File: config.mk
export PLATFORM = sky130hd
export DESIGN_NAME = code_lock_top
export DESIGN_NICKNAME = d
export VERILOG_FILES = /design/src/rtl/code_lock_pkg.sv /design/src/rtl/code_lock_keyscan.sv /design/src/rtl/code_lock_top.sv
export SDC_FILE = /design/constraint.sdc
export NUM_CORES = 1
export LEC_CHECK = 0
export ABC_AREA = 1
export CAP_MARGIN = 40
export CORE_ASPECT_RATIO = 1.75
export CORE_MARGIN = 2
export CORE_UTILIZATION = 32
export CTS_BUF_LIST = sky130_fd_sc_hd__clkbuf_2 sky130_fd_sc_hd__clkbuf_4 sky130_fd_sc_hd__clkbuf_8
export CTS_CLUSTER_SIZE = 10
export DETAILED_ROUTE_END_ITERATION = 6
export PLACE_DENSITY = 0.53
export SYNTH_ARGS = -nofsm -noshare
export SYNTH_HDL_FRONTEND = slang
export SYNTH_SLANG_ARGS = --single-unit
File: constraint.sdc
create_clock -name clock -period 2.2 [get_ports clock]
set_input_delay 0.44 -clock clock [delete_from_list [all_inputs] [get_ports clock]]
set_output_delay 0.44 -clock clock [all_outputs]
set_load 0.05 [all_outputs]
File: src/rtl/code_lock_pkg.sv
// code_lock_pkg: shared types and helpers for the keypad combination lock.
//   - lock_state_t : controller states (ST_LOCKOUT exists only when the
//                    LOCK_LOCKOUT_EN macro is defined)
//   - KEY_*        : bit positions of the non-digit keys in the keypad vector
//   - key_to_bcd   : maps a one-hot keypad vector to its BCD digit
package code_lock_pkg;

`ifdef LOCK_LOCKOUT_EN
  typedef enum logic [2:0] {
    ST_LOCKED,
    ST_OPEN,
    ST_NEW1,
    ST_NEW2,
    ST_LOCKOUT
  } lock_state_t;
`else
  typedef enum logic [1:0] {
    ST_LOCKED,
    ST_OPEN,
    ST_NEW1,
    ST_NEW2
  } lock_state_t;
`endif

  localparam int KEY_ENTER  = 9;
  localparam int KEY_ZERO   = 10;
  localparam int KEY_CHANGE = 11;

  // Bits 0..8 carry digits 1..9; the zero key (and any non-digit key)
  // yields 4'd0, which is exactly the BCD value wanted for the zero key.
  function automatic logic [3:0] key_to_bcd(input logic [11:0] key);
    logic [3:0] d;
    d = 4'd0;
    for (int i = 0; i < 9; i++) begin
      if (key[i]) d = 4'(i + 1);
    end
    return d;
  endfunction

endpackage

File: src/rtl/code_lock_keyscan.sv
// code_lock_keyscan: registers the raw keypad vector and turns a fresh
// single-key press into a one-cycle event.
// Ports:
//   clock, reset      : system clock, asynchronous active-low reset
//   key[11:0]         : raw one-hot keypad vector
//   press             : one-cycle pulse for a new, single-key press
//   is_digit/is_enter/is_change : qualifiers, valid only while press is high
//   digit[3:0]        : BCD value of the pressed digit key
module code_lock_keyscan
  import code_lock_pkg::*;
(
  input  logic        clock,
  input  logic        reset,
  input  logic [11:0] key,
  output logic        press,
  output logic        is_digit,
  output logic        is_enter,
  output logic        is_change,
  output logic [3:0]  digit
);

  logic [11:0] key_reg;
  logic [11:0] key_prev_reg;
  logic        one_hot;

  always_ff @(posedge clock or negedge reset) begin
    if (!reset) begin
      key_reg      <= '0;
      key_prev_reg <= '0;
    end else begin
      key_reg      <= key;
      key_prev_reg <= key_reg;
    end
  end

  // Exactly one bit set: non-zero and clearing the lowest set bit leaves zero.
  assign one_hot = (key_reg != 12'd0) && ((key_reg & (key_reg - 12'd1)) == 12'd0);

  // Only a release-to-press transition counts, so held keys and chords
  // (multi-hot, or sliding from one key to another) never fire.
  assign press     = one_hot && (key_prev_reg == 12'd0);
  assign is_enter  = press && key_reg[KEY_ENTER];
  assign is_change = press && key_reg[KEY_CHANGE];
  assign is_digit  = press && !key_reg[KEY_ENTER] && !key_reg[KEY_CHANGE];
  assign digit     = key_to_bcd(key_reg);

endmodule

File: src/rtl/code_lock_top.sv
// code_lock_top: four-digit keypad combination lock controller.
// Optional feature macro: LOCK_LOCKOUT_EN (fail counter + timed lockout).
// Ports:
//   clock, reset  : system clock, asynchronous active-low reset
//   Key[11:0]     : one-hot keypad (0..8 = digits 1..9, 9 = '#', 10 = 0, 11 = '*')
//   set_1         : admin restore switch (level)
//   OPEN_1        : lock released
//   SAVE_LIGHT_1  : new code saved, held until the next key event
//   LOCK_1        : locked indicator (inverse of OPEN_1)
//   CHANGE        : code-change mode active
//   SET           : registered admin restore
//   data[15:0]    : current entry, most recent digit in [3:0]
module code_lock_top
  import code_lock_pkg::*;
#(
  parameter logic [15:0] DEFAULT_CODE = 16'h2432,
  parameter int          OPEN_CYCLES  = 100
`ifdef LOCK_LOCKOUT_EN
  ,
  parameter int          MAX_FAILS      = 3,
  parameter int          LOCKOUT_CYCLES = 1000
`endif
) (
  input  logic        clock,
  input  logic        reset,
  input  logic [11:0] Key,
  input  logic        set_1,
  output logic        OPEN_1,
  output logic        SAVE_LIGHT_1,
  output logic        LOCK_1,
  output logic        CHANGE,
  output logic        SET,
  output logic [15:0] data
);

`ifdef LOCK_LOCKOUT_EN
  localparam int TIMER_MAX = (LOCKOUT_CYCLES > OPEN_CYCLES) ? LOCKOUT_CYCLES : OPEN_CYCLES;
  localparam int FAIL_W    = $clog2(MAX_FAILS + 1);
`else
  localparam int TIMER_MAX = OPEN_CYCLES;
`endif
  localparam int TIMER_W = $clog2(TIMER_MAX + 1);
  // The timer counts down to zero, so a load of N-1 gives N open cycles.
  localparam logic [TIMER_W-1:0] OPEN_LOAD = TIMER_W'(OPEN_CYCLES - 1);
`ifdef LOCK_LOCKOUT_EN
  localparam logic [TIMER_W-1:0] LOCK_LOAD = TIMER_W'(LOCKOUT_CYCLES - 1);
`endif

  logic       press;
  logic       is_digit;
  logic       is_enter;
  logic       is_change;
  logic [3:0] digit;

  code_lock_keyscan u_keyscan (
    .clock     (clock),
    .reset     (reset),
    .key       (Key),
    .press     (press),
    .is_digit  (is_digit),
    .is_enter  (is_enter),
    .is_change (is_change),
    .digit     (digit)
  );

  lock_state_t        state_reg, state_next, eff_state;
  logic [2:0]         count_reg, count_next;
  logic [15:0]        data_reg, data_next;
  logic [15:0]        code_reg, code_next;
  logic [15:0]        temp_reg, temp_next;
  logic [TIMER_W-1:0] timer_reg, timer_next;
  logic               save_reg, save_next;
  logic               open_reg, open_next;
  logic               lock_reg, lock_next;
  logic               change_reg, change_next;
  logic               set_reg;
  logic               full;
  logic               code_match;
  logic               keys_live;
`ifdef LOCK_LOCKOUT_EN
  logic [FAIL_W-1:0]  fail_reg, fail_next;
  assign keys_live = (state_reg != ST_LOCKOUT);
`else
  assign keys_live = 1'b1;
`endif

  // State register (all outputs are registered here too).
  always_ff @(posedge clock or negedge reset) begin
    if (!reset) begin
      state_reg  <= ST_LOCKED;
      count_reg  <= '0;
      data_reg   <= '0;
      code_reg   <= DEFAULT_CODE;
      temp_reg   <= '0;
      timer_reg  <= '0;
      save_reg   <= 1'b0;
      open_reg   <= 1'b0;
      lock_reg   <= 1'b1;
      change_reg <= 1'b0;
      set_reg    <= 1'b0;
`ifdef LOCK_LOCKOUT_EN
      fail_reg   <= '0;
`endif
    end else begin
      state_reg  <= state_next;
      count_reg  <= count_next;
      data_reg   <= data_next;
      code_reg   <= code_next;
      temp_reg   <= temp_next;
      timer_reg  <= timer_next;
      save_reg   <= save_next;
      open_reg   <= open_next;
      lock_reg   <= lock_next;
      change_reg <= change_next;
      set_reg    <= set_1;
`ifdef LOCK_LOCKOUT_EN
      fail_reg   <= fail_next;
`endif
    end
  end

  // Next-state logic.
  always_comb begin
    state_next = state_reg;
    count_next = count_reg;
    data_next  = data_reg;
    code_next  = code_reg;
    temp_next  = temp_reg;
    timer_next = timer_reg;
    save_next  = save_reg;
    eff_state  = state_reg;
`ifdef LOCK_LOCKOUT_EN
    fail_next  = fail_reg;
`endif
    full       = (count_reg == 3'd4);
    code_match = full && (data_reg == code_reg);

    // set_1 is acted on at the same edge that raises SET, so the forced
    // state coincides exactly with the cycles SET is visible.
    if (set_1) begin
      state_next = ST_LOCKED;
      code_next  = DEFAULT_CODE;
      data_next  = '0;
      count_next = '0;
      timer_next = '0;
`ifdef LOCK_LOCKOUT_EN
      fail_next  = '0;
`endif
    end else if (press && keys_live) begin
      save_next = 1'b0;
      // A key in OPEN relocks and is then handled as a LOCKED key; this also
      // covers a timer expiry landing on the same cycle.
      eff_state  = (state_reg == ST_OPEN) ? ST_LOCKED : state_reg;
      state_next = eff_state;
      if (is_digit) begin
        data_next = {data_reg[11:0], digit};
        if (!full) count_next = count_reg + 3'd1;
      end else begin
        data_next  = '0;
        count_next = '0;
        case (eff_state)
          ST_LOCKED: begin
            if (code_match) begin
              if (is_enter) begin
                state_next = ST_OPEN;
                timer_next = OPEN_LOAD;
`ifdef LOCK_LOCKOUT_EN
                fail_next  = '0;
`endif
              end else begin
                state_next = ST_NEW1;
              end
            end else begin
`ifdef LOCK_LOCKOUT_EN
              if (is_enter) begin
                // The counter restarts after each lockout period.
                if (int'(fail_reg) + 1 >= MAX_FAILS) begin
                  state_next = ST_LOCKOUT;
                  timer_next = LOCK_LOAD;
                  fail_next  = '0;
                end else begin
                  fail_next = fail_reg + FAIL_W'(1);
                end
              end
`endif
            end
          end
          ST_NEW1: begin
            if (is_enter && full) begin
              temp_next  = data_reg;
              state_next = ST_NEW2;
            end else begin
              state_next = ST_LOCKED;
            end
          end
          ST_NEW2: begin
            if (is_enter && full && (data_reg == temp_reg)) begin
              code_next = temp_reg;
              save_next = 1'b1;
`ifdef LOCK_LOCKOUT_EN
              fail_next = '0;
`endif
            end
            state_next = ST_LOCKED;
          end
          default: state_next = ST_LOCKED;
        endcase
      end
    end else if (state_reg == ST_OPEN) begin
      if (timer_reg == '0) state_next = ST_LOCKED;
      else                 timer_next = timer_reg - TIMER_W'(1);
    end
`ifdef LOCK_LOCKOUT_EN
    else if (state_reg == ST_LOCKOUT) begin
      if (timer_reg == '0) state_next = ST_LOCKED;
      else                 timer_next = timer_reg - TIMER_W'(1);
    end
`endif
  end

  // Output decode from the next state, registered alongside the state.
  always_comb begin
    open_next   = (state_next == ST_OPEN);
    lock_next   = !open_next;
    change_next = (state_next == ST_NEW1) || (state_next == ST_NEW2);
  end

  assign OPEN_1       = open_reg;
  assign LOCK_1       = lock_reg;
  assign CHANGE       = change_reg;
  assign SAVE_LIGHT_1 = save_reg;
  assign SET          = set_reg;
  assign data         = data_reg;

endmodule

# == Word-level counts from Yosys, hierarchy flattened ==
# Index checks and enable logic that the tools add are counted.
# op_classes
addsub,3
n_eq_ne,16
muxes,42
bitwise_logic,3
n_reduce_logical,26
# ops
cell,n
16-bit two-way mux,8
7-bit two-way mux,8
16-bit == test,2
4-bit two-way mux,8
12-bit zero test,2
2-bit two-way mux,9
3-bit != test (second input constant),5
12-bit AND,1
3-bit two-way mux,4
12-bit nonzero test,1
12-bit by 1-bit subtractor with 12-bit output (second input constant),1
2-bit == test (second input constant),4
1-bit logical AND,8
7-bit zero test,1
7-bit by 1-bit subtractor with 7-bit output (second input constant),1
6-bit AND reduction,1
2-bit nonzero test,3
5-bit AND reduction,1
2-bit by 1-bit == test with 1-bit output (second input constant),2
1-bit two-way mux,4
2-bit one-hot mux with 2 select lines,1
2-bit AND reduction,2
4-bit AND reduction,1
3-bit by 1-bit adder with 3-bit output (second input constant),1
other kinds (8),11
# word_totals
regBits,89
input_bits,15
output_inout_bits,21
elab_cells,103

# == Logic depth before layout (Yosys ltp) ==
# Gate-level depths: netlist of run 1.
# depth
ltp_word,14
ltp_mapped,15
mapped_depth_nobuf,15

# == By module ==
# From an unflattened synthesis of run 1, not the netlist that was laid out.
# unflattened
hier_cells,556
area_unflattened_um2,4500.6
# modules_own_cells
module,instances,cells_per_inst,area_each_um2,seq_area_each_um2
code_lock_top,1,451,3547.2,1634.1
code_lock_keyscan,1,105,953.4,600.6

# == Worst setup path before layout of run 1 ==
# OpenSTA, ideal clock, no wires.
# synth_path
path_type,reg-to-reg
from,"register data_reg[15], in the netlist data[15]"
to,register timer_reg[5]
setup_time_ns,0.136
arrival_ns,1.941
required_ns,2.064
slack_ns,0.123
path_stages_with_launch,12
n_path_buf,0
synth_period_minus_slack_ns,2.077
cell_sequence,dfrtp_1 > inv_1 > nand2_1 > o21ai_0 > nor2_1 > nand2_1 > nor2_1 > nand4_1 > o21ai_1 > nor2_1 > nand2_1 > o21ai_0
# synth_between
elab_chain_len,4
# synth_rtl
element,line,text
start: declaration,code_lock_top.sv:68,"logic [15:0] data_reg, data_next;"
start signal: assignment,code_lock_top.sv:107,data_reg <= data_next;
16-bit == test,code_lock_top.sv:136,code_match = full && (data_reg == code_reg);
1-bit logical AND,code_lock_top.sv:136,
3-bit != test (no source line),-,
6-bit AND reduction (no source line),-,
end signal: assignment,code_lock_top.sv:110,timer_reg <= timer_next;
end: declaration,code_lock_top.sv:71,"logic [TIMER_W-1:0] timer_reg, timer_next;"
# Every way passes these cells.
# A chain may end at the register's enable or synchronous reset.

# == Worst setup path in the final report of run 1 ==
# layout_path
from,register u_keyscan.key_reg[0]
to,register temp_reg[12]
# layout_between
elab_chain_len,9
elab_cells_between_ends,12
cone_classes,add/sub: 1; bitwise: 2; reduce/logical: 9
# layout_rtl
element,line,text
start: declaration,code_lock_keyscan.sv:22,logic [11:0] key_reg;
start signal: assignment,code_lock_keyscan.sv:31,key_reg <= key;
12-bit by 1-bit subtractor with 12-bit output,code_lock_keyscan.sv:37,assign one_hot = (key_reg != 12'd0) && ((key_reg & (key_reg - 12'd1)) == 12'd0);
12-bit AND,code_lock_keyscan.sv:37,
12-bit zero test,code_lock_keyscan.sv:37,
1-bit logical AND (*),code_lock_keyscan.sv:37,
1-bit logical AND (*),code_lock_keyscan.sv:41,assign press = one_hot && (key_prev_reg == 12'd0);
1-bit logical AND (2 in series),code_lock_keyscan.sv:44,assign is_digit = press && !key_reg[KEY_ENTER] && !key_reg[KEY_CHANGE];
1-bit inverter (no source line),-,
5-bit AND reduction (no source line) (*),-,
end signal: assignment,code_lock_top.sv:109,temp_reg <= temp_next;
end: declaration,code_lock_top.sv:70,"logic [15:0] temp_reg, temp_next;"
# Every way passes the cells marked *; elsewhere a longest branch is shown, timed or not.

==> results of run 1 <==
==> power breakdown <==
| part | switching (mW) | total, mW | internal (mW) |
|---|---|---|---|
| registers | 0.0258 | 1.69 | 1.66 |
| logic | 0.124 | 0.204 | 0.0801 |
| clock network | 0.604 | 1.31 | 0.710 |
==> cells by family (layout without fill, tap and decap cells) <==
group / Yosys count / after routing / synth area share [%]
compound gates: 74 / 74 / 10.8
xor+xnor: 18 / 18 / 3.65
fa+ha+maj: 4 / 4 / 1.16
buf+inv: 67 / 146 / 6.54
flops: 89 / 89 / 51.7
simple gates: 247 / 247 / 26.2
==> cells in the final DEF (no fill, tap or decap), types with 4 or more instances in the layout <==
cell type        count
nor3_1               5
clkbuf_8            11
nand2_1             88
nand3_2              4
o22ai_1             20
buf_6                4
nor2_2              10
nand2_2             21
o21ai_0             20
dfstp_2              6
ha_1                 4
buf_4               28
nand3_1             37
inv_2                6
dfrtp_1             80
inv_1               50
clkdlybuf4s50_1     34
a21oi_1              7
xor2_1               9
o21ai_2             21
nand2_4             12
xnor2_1              9
nor2_1              52
==> per-stage QoR <==
stage	TNS, ns	instance area, um^2	total power, mW	util, %	setup slack [ns]
after detailed placement	-0.0178	5070	1.91	38.1	-0.0112
after global placement	0	5070	1.91	38.1	0.0183
after global routing	-5.57	5600	3.35	42.1	-0.170
after floorplan	0	4320	1.79	-	0.123
after CTS	0	5330	3.24	40.0	0.00117
final	0	5600	3.21	42.1	0.00256
==> worst max-delay path by stage <==
| stage | endpoint | startpoint | cells past startpoint | slack, ns |
|---|---|---|---|---|
| after global routing | code_reg[9] | u_keyscan.key_reg[4] | 13 | -0.17 |
| after floorplan | timer_reg[5] | data[15] | 11 | 0.12 |
| final | temp_reg[12] | u_keyscan.key_reg[0] | 12 | 0.003 |
| after CTS | code_reg[3] | u_keyscan.key_reg[1] | 13 | 0.001 |
| after detailed placement | code_reg[3] | u_keyscan.key_reg[1] | 13 | -0.01 |
| after global placement | code_reg[3] | u_keyscan.key_reg[1] | 13 | 0.02 |
==> layout make-up <==
class / count / share of cell area (%)
Sequential cell: 89 / 40.0
Multi-Input combinational cell: 343 / 35.2
Timing Repair Buffer: 72 / 12.8
Inverter: 58 / 3.89
Tap cell: 174 / 3.89
Clock buffer: 11 / 2.70
Clock inverter: 5 / 1.54
==> critical path, stage by stage (launching register included) <==
cell and delay (ns):
dfrtp_2 0.47, nor2_4 0.20, nand2_4 0.09, o21ai_2 0.18, nand2_2 0.09, nor2_2 0.13
nand2_4 0.08, nor2_8 0.14, nand4_4 0.09, or2_4 0.31, clkbuf_16 0.20, nand2_4 0.06
o21ai_2 0.05
==> layer usage <==
layer	global-route usage [%]	wire, um
met5	0	0
met4	8.88	494
met1	18.4	4510
met2	30.2	6520
met3	2.57	292
==> repair_timing <==
action | in CTS | in global routing
setup endpoints to repair | 17 | 60
pin swaps | 0 | 11
setup buffers | 0 | 5
hold buffers | 1 | 0
gates cloned | 0 | 3
endpoints found under the hold margin | 12 | 0
gates resized for setup | 3 | 56
==> impl_metrics.tcl, run 1 <==
set metrics [dict create \
    drive_gt1_share_pct 25.6 \
    chipWidth_um 91.9 \
    synth_ff_type "dfrtp_1" \
    postRouteAntennaNets 0 \
    crit_path_end_kind "register" \
    holdWs_ns 0.451 \
    finalNetCount 592 \
    async_reset_ff_share_pct 100 \
    syn_inst 499 \
    antenna_found_initial 0 \
    worst_clock_skew_ns 0.0119 \
    cts_tree "done" \
    outcome "complete, no violations" \
    holdCritStartpoint "u_keyscan.key_reg[6]" \
    arrival_ns 2.46 \
    syn_area_per_cell_um2 8.67 \
    required_ns 2.46 \
    grt_pass1_vias 3721 \
    hold_viol 0 \
    min_period_over_period_pct 99.9 \
    hold_depth 0 \
    maxSlewHeadroom_pct 66.5 \
    yosysMostFrequentCell "nand2_1" \
    yosys-top-cells-count "nand2_1, dfrtp_1, nor2_1, inv_1, nand3_1" \
    clkSlewWorstSetupHoldPaths_ns 0.09 \
    cp_max_fo 8 \
    totalWireLength_um 11800 \
    grt_max_degree 54 \
    r2r-start "u_keyscan.key_reg[0]" \
    cts_max_level 3 \
    multi_input_area_um2 1970 \
    die_area_um2 14500 \
    synth_area_um2 4320 \
    period_needed_ns 2.20 \
    fill_cells 1339 \
    cts_root_buf "clkbuf_8" \
    yosysTopAreaCellShare_pct 48.0 \
    start_util_pct 32.5 \
    p_per_area_nw_per_um2 573 \
    min_path_type "register to register" \
    gr-total-overflow 0 \
    reg2regPathDepth 12 \
    fmax_ghz 0.455 \
    port_buffers 35 \
    maxCapViolations 0 \
    synth_edf_count 0 \
    grt_setup_unrepaired "yes" \
    drtIter0Drc 148 \
    grtUsageTotal_pct 16.6 \
    std_cell_rows 56 \
    syn_nets 518 \
    rr_endpoint "temp_reg[12]" \
    worstMarginPinSlew_ns 0.501 \
    synth_area_leaders "dfrtp_1, nand2_1, nor2_1, inv_1, nand3_1" \
    critPathKind "register to register" \
    seqCellArea_um2 2240 \
    holdPathEnd "u_keyscan.key_prev_reg[6]" \
    dr.pass1.iters 4 \
    numCtsBuffers 9 \
    vdd_ir_drop_max_uv 258 \
    cts_max_path_buffers 2 \
    cts.sinks 89 \
    antenna_cells 0 \
    vias 3631 \
    via_per_inst 4.83 \
    synthToLayoutAreaGrowth_pct 29.5 \
    yosys.area.top_type "dfrtp_1" \
    dieHeight_um 158 \
    synth-seq-cells 89 \
    place_congestion 0.933 \
    final_cells 752 \
    slew_viol_final 0 \
    ioPinCount 36 \
    drt_drc_violations_left 0 \
    core_region_area_um2 13300 \
    post_drt_wl_per_cell_um 15.7 \
    hpwl_um 8480 \
    yosysSeqAreaShare_pct 51.7 \
    setup_violations 0 \
    synthDistinctLibCells 36 \
    leakage_nw 2.61 \
    dpl.cell_count 727 \
    clock_latency_ns 0.37 \
    start_kind "register" \
    yosysWarnings 0 \
    grt_pass1_wl_um 18600 \
    rrSetupSlack_ns 0.003 \
]
Power figures use the tool's default switching activity.
==> inputs of run 2 (changes only) <==
- PLACE_DENSITY: 0.53 -> default
==> impl_metrics.tcl, run 2 (synthesis results as in run 1) <==
set metrics [dict create \
    grt_pass1_vias 3810 \
    final_core_util_pct 41.9 \
    critPathMostFrequentCell "nand2_1" \
    setup_violations 27 \
    vias 3615 \
    gr-total-overflow 0 \
    worst_clock_skew_ns 0.0117 \
    fmax_ghz 0.441 \
    finalNetCount 591 \
    grt_setup_unrepaired "yes" \
    p_per_area_nw_per_um2 531 \
    antenna_found_initial 0 \
    totalWireLength_um 11700 \
    dieHeight_um 158 \
    required_ns 2.46 \
    die_area_um2 14500 \
    worstMarginPinSlew_ns 0.500 \
    ioPinCount 36 \
    std_cell_rows 56 \
    cts.sinks 89 \
    vdd_ir_drop_max_uv 203 \
    crit_path_end_kind "register" \
    period_needed_ns 2.27 \
    final_cell_mix "nand2_1, dfrtp_1, inv_1" \
    grtUsageTotal_pct 16.8 \
    slew_viol_final 0 \
    core_region_area_um2 13300 \
    via_per_inst 4.81 \
    fill_cells 1364 \
    port_buffers 35 \
    hold_viol 0 \
    p_total_mw 2.96 \
    cp_slowest_cell "dfrtp_2" \
    cts_tree "done" \
    outcome "finished with violations" \
    antenna_cells 0 \
    critPathMaxStageDelay_ns 0.46 \
    cp_max_fo 8 \
    cts_root_buf "clkbuf_8" \
    numCtsBuffers 9 \
    top_usage_layer "met2" \
    critPathKind "register to register" \
    dr.pass1.iters 4 \
    place_congestion 0.868 \
    clkSlewWorstSetupHoldPaths_ns 0.10 \
    holdWs_ns 0.470 \
    drive_gt1_share_pct 25.8 \
    chipWidth_um 91.9 \
    final_cells 751 \
    fin_ws_ns -0.0658 \
    drtIter0Drc 246 \
    cp_top_family "simple AND/OR/NAND/NOR gates" \
    post_drt_wl_per_cell_um 15.6 \
    cts_max_path_buffers 2 \
    mostFrequentLayoutCell "nand2_1" \
    grt_pass1_wl_um 18900 \
    synthToLayoutAreaGrowth_pct 28.9 \
    maxCapViolations 0 \
    clock_latency_ns 0.37 \
    dpl.cell_count 724 \
    worstPathCellList "nor2_4, nand2_4, nor2_4, nand2_1, nand2_2, nand2_1, inv_1, nand2_2, nor2_8, nand4_4, or2_4, buf_12, nand2_1, o21ai_2" \
    grt_max_degree 48 \
    postRouteAntennaNets 0 \
    min_path_type "register to register" \
    violations "negative setup slack" \
    cts_max_level 3 \
    min_period_over_period_pct 103 \
    met3_usage_pct 2.86 \
    start_kind "register" \
    grtUsageMet1_pct 17.4 \
    grtUsageMet2_pct 32.5 \
    maxSlewHeadroom_pct 66.6 \
    crit_buf_inv 2 \
    hpwl_um 8560 \
    start_util_pct 32.5 \
    drt_drc_violations_left 0 \
    arrival_ns 2.52 \
    leakage_nw 2.59 \
]
-- run 2: changes by cell type in the layout (fill, tap and decap cells not counted), sizes merged --
cell      delta
clkinv       +1
clkinvlp     +2
inv          +1
bufinv       -2
clkbuf       -3
-- run 2: layout make-up --
type	count	area, um^2	share of cell area, %
Sequential cell	89	2240	40.1
Multi-Input combinational cell	343	2000	36.0
Timing Repair Buffer	71	714	12.8
Inverter	58	220	3.95
Tap cell	174	218	3.91
Clock buffer	9	124	2.22
Clock inverter	7	55.1	0.988
-- run 2: worst reg2reg max path, stage by stage, from the launching register on --
cell     delay, ns
dfrtp_2       0.46
nor2_4        0.19
nand2_4       0.09
nor2_4        0.17
nand2_1       0.08
nand2_2       0.08
nand2_1       0.07
inv_1         0.06
nand2_2       0.09
nor2_8        0.16
nand4_4       0.09
or2_4         0.31
buf_12        0.16
nand2_1       0.08
o21ai_2       0.06
-- run 2: path summary, 6_finish.rpt --
kind,from,end,slack (ns),cells past startpoint
setup reg to reg,u_keyscan.key_reg[1],temp_reg[15],-0.07,14
max in group asynchronous,reset,code_reg[1],1.06,3
setup / recovery,u_keyscan.key_reg[1],temp_reg[15],-0.07,14
hold reg to reg,u_keyscan.key_reg[11],u_keyscan.key_prev_reg[11],0.47,0
hold / removal,u_keyscan.key_reg[11],u_keyscan.key_prev_reg[11],0.47,0
min in group asynchronous,reset,u_keyscan.key_reg[8],0.48,2
-- run 2: stage by stage --
| stage | area (um^2) | setup TNS [ns] | setup slack [ns] |
|---|---|---|---|
| 2_1_floorplan | 4320 | 0 | 0.123 |
| 3_3_place_gp | 5050 | 0 | 0.0117 |
| 3_5_place_dp | 5050 | -0.322 | -0.0544 |
| 4_1_cts | 5320 | 0 | 0.0334 |
| 5_1_grt | 5570 | -6.83 | -0.185 |
| 6_report | 5570 | -0.892 | -0.0658 |
-- run 2: routing by layer --
metal / wire [um] / vias up
li1: - / 1756
met1: 4290 / 1758
met2: 6700 / 72
met3: 319 / 29
met4: 393 / 0
met5: 0 / -
-- run 2: power breakdown --
part	internal, mW	switching [mW]	total [mW]
clock network	0.420	0.633	1.05
logic	0.0866	0.129	0.216
registers	1.66	0.0251	1.69
-- run 2: timing repair --
action                                 in CTS  in global routing
cloned                                      1                  1
endpoints found under the hold margin      20                  0
hold buffers                                1                  0
pin swaps                                   4                 22
buffers inserted                            2                  6
setup endpoints to repair                  32                 59
resized for setup                          13                 48
